File: src/rtl/timer_pkg.sv
// Shared definitions for the timer register interface: register map, field
// positions, reset values and the bus protocol state encoding.
package timer_pkg;

  localparam logic [7:0] ADDR_TDR  = 8'h00;
  localparam logic [7:0] ADDR_TCR  = 8'h01;
  localparam logic [7:0] ADDR_TSR  = 8'h02;
  localparam logic [7:0] ADDR_TIER = 8'h03;
  localparam logic [7:0] ADDR_MAX  = ADDR_TIER;

  localparam int TCR_LOAD    = 7;
  localparam int TCR_UP_DOWN = 5;
  localparam int TCR_ENABLE  = 4;
  localparam int TCR_CKS_LSB = 0;

  localparam int TSR_OVF = 0;
  localparam int TSR_UDF = 1;

  localparam int TIER_OVF_IE = 0;
  localparam int TIER_UDF_IE = 1;

  localparam logic [7:0] TDR_RST  = 8'h00;
  localparam logic [7:0] TCR_RST  = 8'h00;
  localparam logic [7:0] TIER_RST = 8'h00;

  // Storage masks: LOAD is a strobe and never held, unlisted bits read 0.
  localparam logic [7:0] TCR_STORE_MASK  = 8'h33;
  localparam logic [7:0] TIER_STORE_MASK = 8'h03;

  typedef enum logic [1:0] {
    APB_IDLE   = 2'd0,
    APB_SETUP  = 2'd1,
    APB_ACCESS = 2'd2
  } apb_state_e;

  function automatic logic addr_valid(input logic [7:0] addr);
    return addr <= ADDR_MAX;
  endfunction

endpackage

File: src/rtl/timer_apb_if.sv
// APB slave protocol tracker: turns the psel/penable handshake into
// single-cycle write, read and address-error strobes for the register file.
//
//   state      | meaning
//   -----------+-----------------------------------------------
//   APB_IDLE   | no transfer in progress
//   APB_SETUP  | setup phase seen, waiting for penable
//   APB_ACCESS | transfer completes this cycle, pready high
module timer_apb_if
  import timer_pkg::*;
(
  input  logic       clk,
  input  logic       rst,
  input  logic       psel,
  input  logic       penable,
  input  logic       pwrite,
  input  logic [7:0] paddr,
  output logic       pready,
  output logic       wr_en,
  output logic       rd_en,
  output logic       addr_err
);

  apb_state_e state_q, state_d;
  logic       live;

  always_comb begin
    state_d = state_q;
    case (state_q)
      APB_IDLE: begin
        if (psel && !penable) state_d = APB_SETUP;
      end
      APB_SETUP: begin
        if (!psel)         state_d = APB_IDLE;
        else if (penable)  state_d = APB_ACCESS;
      end
      APB_ACCESS: begin
        if (psel && !penable) state_d = APB_SETUP;
        else                  state_d = APB_IDLE;
      end
      default: state_d = APB_IDLE;
    endcase
  end

  always_ff @(posedge clk or posedge rst) begin
    if (rst) state_q <= APB_IDLE;
    else     state_q <= state_d;
  end

  assign pready   = (state_q == APB_ACCESS);
  assign live     = pready && psel && penable;
  assign addr_err = live && !addr_valid(paddr);
  assign wr_en    = live && addr_valid(paddr) && pwrite;
  assign rd_en    = live && addr_valid(paddr) && !pwrite;

endmodule

File: src/rtl/timer_reg_if.sv
// Timer configuration registers behind an APB slave port: reload value,
// control, live status with write-1-to-clear strobes, and interrupt enables.
module timer_reg_if
  import timer_pkg::*;
(
  input  logic       clk,
  input  logic       rst,
  input  logic       psel,
  input  logic       penable,
  input  logic       pwrite,
  input  logic [7:0] paddr,
  input  logic [7:0] pwdata,
  output logic [7:0] prdata,
  output logic       pready,
  output logic       pslverr,
  output logic [7:0] start_counter,
  output logic       up_down,
  output logic       load,
  output logic       enable,
  output logic       clr_overflow,
  output logic       clr_underflow,
  input  logic       overflow,
  input  logic       underflow,
  output logic [1:0] cks,
  output logic       irq
);

  logic       wr_en, rd_en, addr_err;
  logic [7:0] tdr_q, tdr_d;
  logic [7:0] tcr_q, tcr_d;
  logic [7:0] tier_q, tier_d;
  logic       load_q, load_d;
  logic       clr_ovf_q, clr_ovf_d;
  logic       clr_udf_q, clr_udf_d;
  logic       irq_q, irq_d;
  logic [7:0] tsr_view;

  timer_apb_if u_apb_if (
    .clk      (clk),
    .rst      (rst),
    .psel     (psel),
    .penable  (penable),
    .pwrite   (pwrite),
    .paddr    (paddr),
    .pready   (pready),
    .wr_en    (wr_en),
    .rd_en    (rd_en),
    .addr_err (addr_err)
  );

  always_comb begin
    tdr_d     = tdr_q;
    tcr_d     = tcr_q;
    tier_d    = tier_q;
    load_d    = 1'b0;
    clr_ovf_d = 1'b0;
    clr_udf_d = 1'b0;
    if (wr_en) begin
      case (paddr)
        ADDR_TDR: tdr_d = pwdata;
        ADDR_TCR: begin
          tcr_d  = pwdata & TCR_STORE_MASK;
          load_d = pwdata[TCR_LOAD];
        end
        ADDR_TSR: begin
          clr_ovf_d = pwdata[TSR_OVF];
          clr_udf_d = pwdata[TSR_UDF];
        end
        ADDR_TIER: tier_d = pwdata & TIER_STORE_MASK;
        default: ;
      endcase
    end
  end

  // Flags belong to the counter; irq only sees them through the enables.
  always_comb begin
    irq_d = (overflow && tier_q[TIER_OVF_IE]) || (underflow && tier_q[TIER_UDF_IE]);
  end

  always_ff @(posedge clk or posedge rst) begin
    if (rst) begin
      tdr_q     <= TDR_RST;
      tcr_q     <= TCR_RST;
      tier_q    <= TIER_RST;
      load_q    <= 1'b0;
      clr_ovf_q <= 1'b0;
      clr_udf_q <= 1'b0;
      irq_q     <= 1'b0;
    end else begin
      tdr_q     <= tdr_d;
      tcr_q     <= tcr_d;
      tier_q    <= tier_d;
      load_q    <= load_d;
      clr_ovf_q <= clr_ovf_d;
      clr_udf_q <= clr_udf_d;
      irq_q     <= irq_d;
    end
  end

  always_comb begin
    tsr_view          = 8'h00;
    tsr_view[TSR_OVF] = overflow;
    tsr_view[TSR_UDF] = underflow;
  end

  always_comb begin
    prdata = 8'h00;
    if (rd_en) begin
      case (paddr)
        ADDR_TDR:  prdata = tdr_q;
        ADDR_TCR:  prdata = tcr_q;
        ADDR_TSR:  prdata = tsr_view;
        ADDR_TIER: prdata = tier_q;
        default:   prdata = 8'h00;
      endcase
    end
  end

  assign pslverr       = addr_err;
  assign start_counter = tdr_q;
  assign up_down       = tcr_q[TCR_UP_DOWN];
  assign enable        = tcr_q[TCR_ENABLE];
  assign cks           = tcr_q[TCR_CKS_LSB +: 2];
  assign load          = load_q;
  assign clr_overflow  = clr_ovf_q;
  assign clr_underflow = clr_udf_q;
  assign irq           = irq_q;

endmodule
File: config.mk
export PLATFORM = sky130hd
export DESIGN_NAME = timer_reg_if
export DESIGN_NICKNAME = d
export VERILOG_FILES = /design/src/rtl/timer_pkg.sv /design/src/rtl/timer_apb_if.sv /design/src/rtl/timer_reg_if.sv
export SDC_FILE = /design/constraint.sdc
export NUM_CORES = 1
export LEC_CHECK = 0
export ABC_AREA = 1
export CELL_PAD_IN_SITES_DETAIL_PLACEMENT = 2
export CELL_PAD_IN_SITES_GLOBAL_PLACEMENT = 2
export CORE_UTILIZATION = 20
export DETAILED_ROUTE_END_ITERATION = 8
export GPL_TIMING_DRIVEN = 0
export PLACE_DENSITY = 0.84
export SYNTH_ARGS = -nofsm -noshare
export SYNTH_HDL_FRONTEND = slang
export SYNTH_SLANG_ARGS = --single-unit
File: constraint.sdc
create_clock -name clk -period 1.32 [get_ports clk]
set_clock_uncertainty 0.2 [all_clocks]
set_input_delay 0.264 -clock clk [delete_from_list [all_inputs] [get_ports clk]]
set_output_delay 0.264 -clock clk [all_outputs]
set_load 0.05 [all_outputs]
**Yosys cells after proc, flatten, opt, wreduce, memory -nomap -nowiden**

Cells that the tools add are included.

- Flip-flop bits (word level): 20
- Input bits: 23

- Order comparisons: 1
- Equal/unequal tests: 7
- Mux-type cells: 13
- Reductions and logical operators: 19

Operators with widths:

| kind | number |
|---|---|
| 8-bit one-hot mux with 4 select lines | 1 |
| 8-bit by 2-bit == test with 1-bit output, second input constant | 2 |
| 1-bit logical AND | 9 |
| 8-bit by 1-bit == test with 1-bit output, second input constant | 1 |
| 8-bit by 2-bit less-or-equal comparator with 1-bit output, second input constant | 1 |
| 8-bit zero test | 1 |
| 8-bit two-way mux | 1 |
| 2-bit AND reduction | 4 |
| 1-bit two-way mux | 7 |
| 2-bit two-way mux | 3 |
| 2-bit one-hot mux with 3 select lines | 1 |
| 1-bit zero test | 3 |
| 3-bit != test, second input constant | 1 |
| 2-bit by 1-bit == test with 1-bit output, second input constant | 1 |
| 2-bit == test, second input constant | 1 |
| 2-bit zero test | 1 |
| 2-bit by 1-bit != test with 1-bit output, second input constant | 1 |
| 1-bit logical OR | 1 |

**Logic depth before layout (Yosys ltp)**

Gate-level depths: netlist of the first run.

- Depth in word-level cells: 6
- Mapped depth: 7

**Cells and area by module**

A second synthesis of the first run with hierarchy kept.

- Cell total of the unflattened synthesis: 136
- Area, all modules: 1,051.0 µm²

Modules (own cells, without submodules):

| module | times used | cells each | area an instance (µm²) | sequential area each (µm²) |
|---|---|---|---|---|
| timer_reg_if | 1 | 114 | 915.9 | 450.4 |
| timer_apb_if | 1 | 22 | 135.1 | 50.0 |

**Worst setup path before layout of the first run**

No wires, ideal clock.

- Kind: flip-flop to output port
- From: register u_apb_if.state_q[0]
- To: output prdata[4]
- Arrival: 1.986 ns
- Data required time: 0.856 ns
- Setup slack: -1.130 ns
- Stages on the path, launching flop included: 6
- Cells stage by stage: dfrtp_1 -> nor2_4 -> nand3_2 -> nor2_8 -> nand2_2 -> a21oi_1

- Cells in the longest elaborated chain, start to end: 6

Ends and longest elaborated chain:

| what | RTL line | text |
|---|---|---|
| start: declaration | timer_apb_if.sv:24 | `apb_state_e state_q, state_d;` |
| start signal: assignment | timer_apb_if.sv:47 | `else state_q <= state_d;` |
| 2-bit == test | timer_apb_if.sv:50 | `assign pready = (state_q == APB_ACCESS);` |
| via pready | timer_reg_if.sv:14 | `output logic pready,` |
| 1-bit logical AND (2 in series) | timer_apb_if.sv:51 | `assign live = pready && psel && penable;` |
| 1-bit logical AND (2 in series) | timer_apb_if.sv:54 | `assign rd_en = live && addr_valid(paddr) && !pwrite;` |
| 8-bit two-way mux | timer_reg_if.sv:108 | `if (rd_en) begin` |
| end: declaration | timer_reg_if.sv:13 | `output logic [7:0] prdata,` |

The timed path passes the listed nets, and every way through them passes these cells.

**Final worst setup path of the first run**

- From: register u_apb_if.state_q[1]
- To: output prdata[4]

- Cells in the longest elaborated chain, start to end: 6

Ends and longest elaborated chain:

| what | RTL line |
|---|---|
| 2-bit == test | timer_apb_if.sv:50 |
| 1-bit logical AND (2 in series) | timer_apb_if.sv:51 |
| 1-bit logical AND (2 in series) | timer_apb_if.sv:54 |
| 8-bit two-way mux | timer_reg_if.sv:108 |

Every way passes these cells.

==> results.txt, run 1 <==
* Worst slew slack as a fraction of its limit: 63.3%
- At the pin with the least slew margin, the transition time is 0.550 ns.
* Number of antenna violations at the first check in global routing: 0
- Comb pwr share: 13.3%
* ANT nets after route: 0
- For this design the top-level I/O count stands at 49.
- The library cell used most frequently in the layout, excluding fill and tap cells, is sky130_fd_sc_hd__nand2_1.
- Data on the critical path is required at its endpoint by 0.86 ns.
- The detailed router placed 1272 vias in this run.
* Type of origin of the critical path: register
- At the end of the flow, the number of nets in the layout was 235.
- In this run the power spent charging and discharging nets is 0.310 mW.
- Leaving out filler cells and counting taps, the final layout contains 280.
* Global Route met2 Usage: 30.7%
* Largest driver fanout on the critical path: 8
- The detailed router finished its first iteration with 48 violations.
* Worst-Skew Late Latency: 0.27 ns
- Internal power comes to 0.886 mW.
- Of the total power, the clock network draws 35.1%.
- In the final routed layout, each cell accounts on average for 16.8 um.
- Post-synth net total: 167
- Across every metal layer, demand over resource in global routing totals 16.8%.
- Run status: finished with violations
- Final number of setup-violating endpoints: 38
* Yosys cell types: 19
- Of the available clock period, the critical path in the final layout requires 154%.
- Detailed-placement wirelength estimate: 3110 um
- Counting flops and latches in the post-synthesis netlist gives 20.
* Areal power density over the cells: 575 nW/um2
- On the final layout, the worst hold slack is 0.174 ns.
- The number of clock buffers added by TritonCTS is 3.
- Number of max-slew violations in the final report: 0
- The via count of the first global-routing pass was 1394.
* Total placed instance area: 1750 um2
* Hold buffer count at cts: 0
- For this design, the sink count on the clock tree is 20.
* Commonest non-fill, non-tap cells in the layout: 35 x sky130_fd_sc_hd__nand2_1, 23 x sky130_fd_sc_hd__buf_6, 15 x sky130_fd_sc_hd__nand4_1, 15 x sky130_fd_sc_hd__dfrtp_1, 14 x sky130_fd_sc_hd__buf_4
- Entering global routing, the biggest net connects 21 pins.
* CTS tree: built
- Fin crit period: 2.04 ns
* Layout Utilization: 40.0%
- The global routing stage identified its most utilized layer as met2.
* Setup repair after global routing missed its margin: true
* Post-layout worst setup margin: -0.718 ns
- The longest clock path from root to sink contains 2 buffers.
- Area of the mapped netlist: 1100 um2
* Ratio of cells with drive above 1 in the final layout: 46.7%
* Static power due to leakage: 1.03 nW
- The first global-routing pass estimated 7510 um of wire.
- For this run, the top clock speed supported by timing is 491 MHz.
* Number of port buffers: 47
- The number of antenna diodes in the final layout is 0.
- Area Growth Syn to Fin: 88.5%
- The worst setup path is captured at a primary output.
- The routed design has 4710 um of wire.
* GRT Residual Overflow: 0
- Die Outline Area: 5820 um2
* # H-tree levels: 1
- Finished layout cell area: 2080 um2
- The first detailed-routing pass took 4 iterations.
- Sequential cells burn 51.6% of the power.
- Worst Path Arrival: 1.57 ns
* Die W: 76.3 um
- The floorplan has 26 rows.
- After synthesis, flip-flops and latches occupy 45.4% of the total area.
- Met3 track utilization from global routing: 2.87%
- Post-synthesis cell count: 144
- The number of placed instances, taps included, is 261.
- Global routing met1 resource utilization: 20.0%
- After detailed routing, the number of remaining DRC violations is 0.
* Die Span Y: 76.3 um
- VDD sags by at most 0.000287 V.
- The checks that failed: setup timing.
* Initial core utilization: 21.2%
* Number of failing hold endpoints at the final stage: 0
* Ratio of routed vias to standard cells: 4.54
* Count of maximum capacitance violations: 0
- At the end of routability-driven placement, the weighted congestion stood at 0.735.
* Post-synthesis area per instance: 7.66 um2
* Switching part of the total power: 25.9%
* Synthesis Warnings: 0
* Critical path class: register to primary output
* Core Box Area: 5200 um2
* Clock Root Buffer: sky130_fd_sc_hd__clkbuf_8
- The path class of the tightest hold or removal check is input port to async pin.
- Clock-pin slew was measured on the worst setup and hold paths at 0.08 ns.
## path summary, 6_finish.rpt
path | from | endpoint | slack, ns | cells after the start
worst max-delay path | u_apb_if.state_q[1]$_DFFE_PP0P_ | prdata[4] | -0.72 | 7
worst min-delay path | rst | tier_q[0]$_DFFE_PP0P_ | 0.17 | 2
worst max register to register | u_apb_if.state_q[1]$_DFFE_PP0P_ | start_counter[4]$_DFFE_PP0P_ | -0.51 | 9
worst min register to register | tier_q[0]$_DFFE_PP0P_ | tier_q[0]$_DFFE_PP0P_ | 0.33 | 2
max in group asynchronous | rst | start_counter[7]$_DFFE_PP0P_ | 0.44 | 2
min in group clk | pwrite | start_counter[2]$_DFFE_PP0P_ | 0.19 | 3
## repair_timing
item / 4_1_cts / 5_1_grt
endpoints found under the setup margin: 43 / 62
resized for setup: 212 / 34
cloned: 1 / 0
setup buffers: 12 / 3
pin swaps: 15 / 13
## cells in the mapped netlist
cell / number / area (um2)
sky130_fd_sc_hd__nor2_8: 1 / 20.0
sky130_fd_sc_hd__nand2_2: 1 / 6.26
sky130_fd_sc_hd__a22o_1: 1 / 8.76
sky130_fd_sc_hd__a21oi_1: 2 / 10.0
sky130_fd_sc_hd__buf_1: 1 / 3.75
sky130_fd_sc_hd__buf_2: 1 / 5.00
sky130_fd_sc_hd__inv_1: 10 / 37.5
sky130_fd_sc_hd__nand2_1: 51 / 191
sky130_fd_sc_hd__nor2_4: 2 / 22.5
sky130_fd_sc_hd__buf_4: 1 / 7.51
sky130_fd_sc_hd__nand3_2: 4 / 40.0
sky130_fd_sc_hd__buf_6: 1 / 11.3
sky130_fd_sc_hd__nor2_2: 3 / 18.8
sky130_fd_sc_hd__nand3_1: 11 / 55.1
sky130_fd_sc_hd__clkinv_1: 1 / 3.75
sky130_fd_sc_hd__nand4_1: 15 / 93.8
sky130_fd_sc_hd__nor2_1: 17 / 63.8
sky130_fd_sc_hd__dfrtp_1: 20 / 500
sky130_fd_sc_hd__inv_2: 1 / 3.75
## critical path: stages (launching register included)
cell,delay (ns)
sky130_fd_sc_hd__dfrtp_1,0.39
sky130_fd_sc_hd__inv_2,0.07
sky130_fd_sc_hd__nor2_4,0.12
sky130_fd_sc_hd__nand3_4,0.10
sky130_fd_sc_hd__nor2_8,0.15
sky130_fd_sc_hd__nand2_8,0.13
sky130_fd_sc_hd__a21oi_4,0.16
sky130_fd_sc_hd__buf_6,0.18
## metrics by stage
stage	worst slack [ns]	TNS [ns]	power, mW
after floorplan	-0.679	-10.55	0.682
after global placement	-1.56	-32.50	0.776
after detailed placement	-1.61	-34.36	0.781
after CTS	-0.719	-13.13	1.19
after global routing	-0.784	-15.33	1.24
final	-0.718	-13.01	1.20
## sequential cells by signal, indices dropped and copies added (netlist names)
register,count
start_counter,8
tcr_q,4
tier_q,2
u_apb_if.state_q,2
clr_overflow,1
irq,1
clr_underflow,1
load,1
## metal layers
metal | part of all wire, % | vias up
li1 | - | 602
met3 | 3.5 | 6
met1 | 42 | 632
met2 | 54 | 32
met4 | 0.93 | 0
met5 | 0 | -
## cell type report
| class | instances | area (um2) |
|---|---|---|
| multi-input cells | 108 | 702 |
| well taps | 70 | 87.6 |
| clock buffers | 3 | 41.3 |
| inverters | 12 | 50.0 |
| repair buffers | 63 | 658 |
| fillers | 591 | 3120 |
| plain buffers | 4 | 35.0 |
| flip-flops and latches | 20 | 507 |
## cells by family after synthesis
group | Yosys count | share of synthesized area [%]
flops | 20 | 45.4
buf+inv | 16 | 6.58
compound gates | 3 | 1.70
simple gates | 105 | 46.4
## power by group through the flow
| stage | registers, mW | clock network (mW) | logic (mW) |
|---|---|---|---|
| 6_report | 0.617 | 0.420 | 0.158 |
| 5_1_grt | 0.618 | 0.455 | 0.171 |
| 4_1_cts | 0.617 | 0.417 | 0.151 |
| 3_5_place_dp | 0.630 | 0 | 0.151 |
| 3_3_place_gp | 0.630 | 0 | 0.147 |
| 2_1_floorplan | 0.630 | 0 | 0.0526 |
No activity file was read; power rests on OpenSTA's default activity.
==> run 2: changes to the inputs <==
--- a/config.mk
+++ b/config.mk
@@ -8,6 +8,7 @@
 export ABC_AREA = 1
 export CELL_PAD_IN_SITES_DETAIL_PLACEMENT = 2
 export CELL_PAD_IN_SITES_GLOBAL_PLACEMENT = 2
+export CORE_MARGIN = 2
 export CORE_UTILIZATION = 20
 export DETAILED_ROUTE_END_ITERATION = 8
 export GPL_TIMING_DRIVEN = 0
==> results.txt, run 2 (synthesized netlist as in run 1, its figures left out) <==
- Maximum resistive drop on vdd: 0.000573 V (+100%)
* Largest driver fanout on the critical path: 8 (unchanged)
- Setup repair after global routing could not meet its margin everywhere.
- DRT iter0 DRCs: 43 (-10%)
* Flip-flop count of the largest register after layout: 8 (unchanged)
- The reported leakage power was 1.03 nW (-0.12%).
- Top Ports: 49 (unchanged)
- The first-pass GRT wire length is 6780 um (-9.8%).
- GRT Residual Overflow: 0 (unchanged)
* Final number of setup-violating endpoints: 33 (-13%)
- The flow ran to the end, but the final reports show violations.
* Place WS: -1.58 ns (+0.0283 ns)
* Tightest Pin Transition: 0.525 ns (-0.0247 ns)
- Number of antenna violations at the first check in global routing: 0 (unchanged)
- DRC errors left: 0 (unchanged)
- The mean number of vias per cell came to 4.43 (-2.6%).
* CTS tree: built
- The post-route total power is 1.24 mW (+4.0%).
- Commonest non-fill, non-tap cells in the layout: 39 x sky130_fd_sc_hd__nand2_1, 17 x sky130_fd_sc_hd__buf_6, 16 x sky130_fd_sc_hd__dfrtp_1
* Total number of placement rows: 27 (+3.8%)
- The total routing usage reported by global routing is 14.0% (-2.7 points).
* Post-layout worst setup margin: -0.676 ns (+0.0421 ns)
- In this run the critical register-to-register path is launched from u_apb_if.state_q[0]$_DFFE_PP0P_.
- The clock net sink count came to 20 (unchanged).
- Worst-Skew Late Latency: 0.26 ns (about the same)
- The critical path is of the input port to primary output type.
* # H-tree levels: 1 (unchanged)
* Number of failing hold endpoints at the final stage: 0 (unchanged)
- Post-layout net count: 234 (-0.43%)
* Routed via count: 1248 (-1.9%)
- STA classifies the critical path startpoint as an input port.
- The post-route fraction of the period consumed by the critical path was 151% (-3.2 points).
* Placed cell count: 263 (+0.77%)
- Seq. cell area: 505 um2 (-0.25%)
* F_max: 501 MHz (+2.1%)
- The total CTS buffers is 3 (unchanged).
- The final weighted congestion in routability-driven placement is 0.747 (+1.7%).
- The sum of routed wire length over all layers was 4410 um (-6.4%).
* Die Outline Area: 6130 um2 (+5.3%)
- The final routed wire length divided by cell count came to 15.6 um (-7.1%).
- The estimated wirelength of the detail-placed design is 2940 um (-5.4%).
* CP Data Required Time: 0.86 ns (about the same)
* Area Growth Syn to Fin: 88.0%
* Inserted Diodes: 0 (unchanged)
* ANT nets after route: 0 (unchanged)
* Ratio of cells with drive above 1 in the final layout: 42.4% (-4.3 points)
- The pin count of the biggest net entering global routing is 21 (unchanged).
- Total placed instance area: 1750 um2 (+0.14%)
- The maximum count of clock buffers along a single path was 2 (unchanged).
- The power density normalized to cell area is 599 nW/um2 (+4.3%).
- Most common cell after layout, fill and taps aside: sky130_fd_sc_hd__nand2_1
* Violations in the final reports: setup timing
- The initial core utilization came to 20.4% (-0.79 points).
- Fin crit period: 2.00 ns (-0.0421 ns)
- 1st-pass router iterations: 2 (-2)
- Core Box Area: 5410 um2 (+3.8%)
* Clock Root Buffer: sky130_fd_sc_hd__clkbuf_8
- The count of input and output buffers came to 47 (unchanged).
- Layout Utilization: 38.4% (-1.6 points)
- Worst slew slack as a fraction of its limit: 65.0% (+1.6 points)
* Count of maximum capacitance violations: 0 (unchanged)
- Vias in the first global route: 1326 (-4.9%)
* Non-filler cells, final: 282 (+0.71%)
- Crit. Startpoint: paddr[7]
- Number of max-slew violations in the final report: 0 (unchanged)
* Combined area of the multi-input logic cells: 682 um2 (-2.9%)
- The clock slew at the register clock pins of the worst setup and hold paths came to 0.08 ns (about the same).
- Die Span Y: 78.3 um (+2.6%)
- STA classifies the critical path endpoint as a primary output.
- The critical path data arrival time was 1.53 ns (-0.04 ns).
- Number of filler instances in the final layout: 617 (+4.4%)
- The die outline width is 78.3 um (+2.6%).
- Finished layout cell area: 2070 um2 (-0.30%)
* Worst hold-check path type: input port to async pin
run 2: cell types whose count changed in the layout (fill, tap and decap cells not counted), moves of 2 or more:
| cell | before | now |
|---|---|---|
| sky130_fd_sc_hd__buf_6 | 23 | 17 |
| sky130_fd_sc_hd__dlygate4sd2_1 | 2 | 6 |
| sky130_fd_sc_hd__nand2_1 | 35 | 39 |
| sky130_fd_sc_hd__nand2_2 | 12 | 8 |
| sky130_fd_sc_hd__buf_8 | 6 | 8 |
| sky130_fd_sc_hd__clkbuf_2 | 2 | 0 |
| sky130_fd_sc_hd__clkbuf_4 | 0 | 2 |
| sky130_fd_sc_hd__clkdlybuf4s15_1 | 6 | 4 |
| sky130_fd_sc_hd__nor2_1 | 7 | 9 |
run 2: timing repair:
action                                  in CTS  in global routing
cloned                                       0                  1
endpoints found under the setup margin      43                 62
setup buffers                                8                  6
pin swaps                                   13                  7
hold buffers                                 0                  0
resized for setup                          206                 27
run 2: final cells by class:
class | count | area share, %
Clock buffer | 4 | 2.65
Sequential cell | 20 | 24.4
Tap cell | 72 | 4.34
Multi-Input combinational cell | 108 | 32.9
Buffer | 4 | 1.87
Inverter | 12 | 2.59
Timing Repair Buffer | 62 | 31.3
run 2: worst paths after layout:
check                      slack, ns  cells after the start                               to
min in group clk                0.20                      3     start_counter[5]$_DFFE_PP0P_
max                            -0.68                      8                        prdata[7]
min reg2reg                     0.34                      3  u_apb_if.state_q[0]$_DFFE_PP0P_
max in group asynchronous       0.44                      2     start_counter[3]$_DFFE_PP0P_
max reg2reg                    -0.40                      8     start_counter[3]$_DFFE_PP0P_
min                             0.18                      2     start_counter[5]$_DFFE_PP0P_
run 2: where the power goes:
part	total, mW	switching (mW)	internal [mW]
sequential	0.617	0.00257	0.615
combinational	0.154	0.0872	0.0671
clock	0.471	0.206	0.266
total	1.24	0.296	0.947
run 2: critical path, stage by stage:
cell                            delay, ns
sky130_fd_sc_hd__dlygate4sd2_1       0.24
sky130_fd_sc_hd__nor2_2              0.13
sky130_fd_sc_hd__nand2_2             0.12
sky130_fd_sc_hd__nor2_4              0.26
sky130_fd_sc_hd__buf_8               0.19
sky130_fd_sc_hd__nand2_4             0.06
sky130_fd_sc_hd__nor2_4              0.12
sky130_fd_sc_hd__buf_8               0.16
run 2: through the flow:
stage | setup TNS [ns] | hold WS (ns)
after floorplan | -10.55 | 0.0278
after global placement | -32.36 | 0.285
after detailed placement | -33.11 | 0.303
after CTS | -11.75 | 0.179
after global routing | -14.68 | 0.215
final | -11.89 | 0.176
run 2: routing by layer:
metal / vias to the layer above / routed length (um) / GRT usage (%)
li1: 604 / - / -
met1: 611 / 1740 / 16.7
met2: 27 / 2450 / 26.5
met3: 6 / 167 / 3.56
met4: 0 / 47 / 1.05
met5: - / 0 / 0
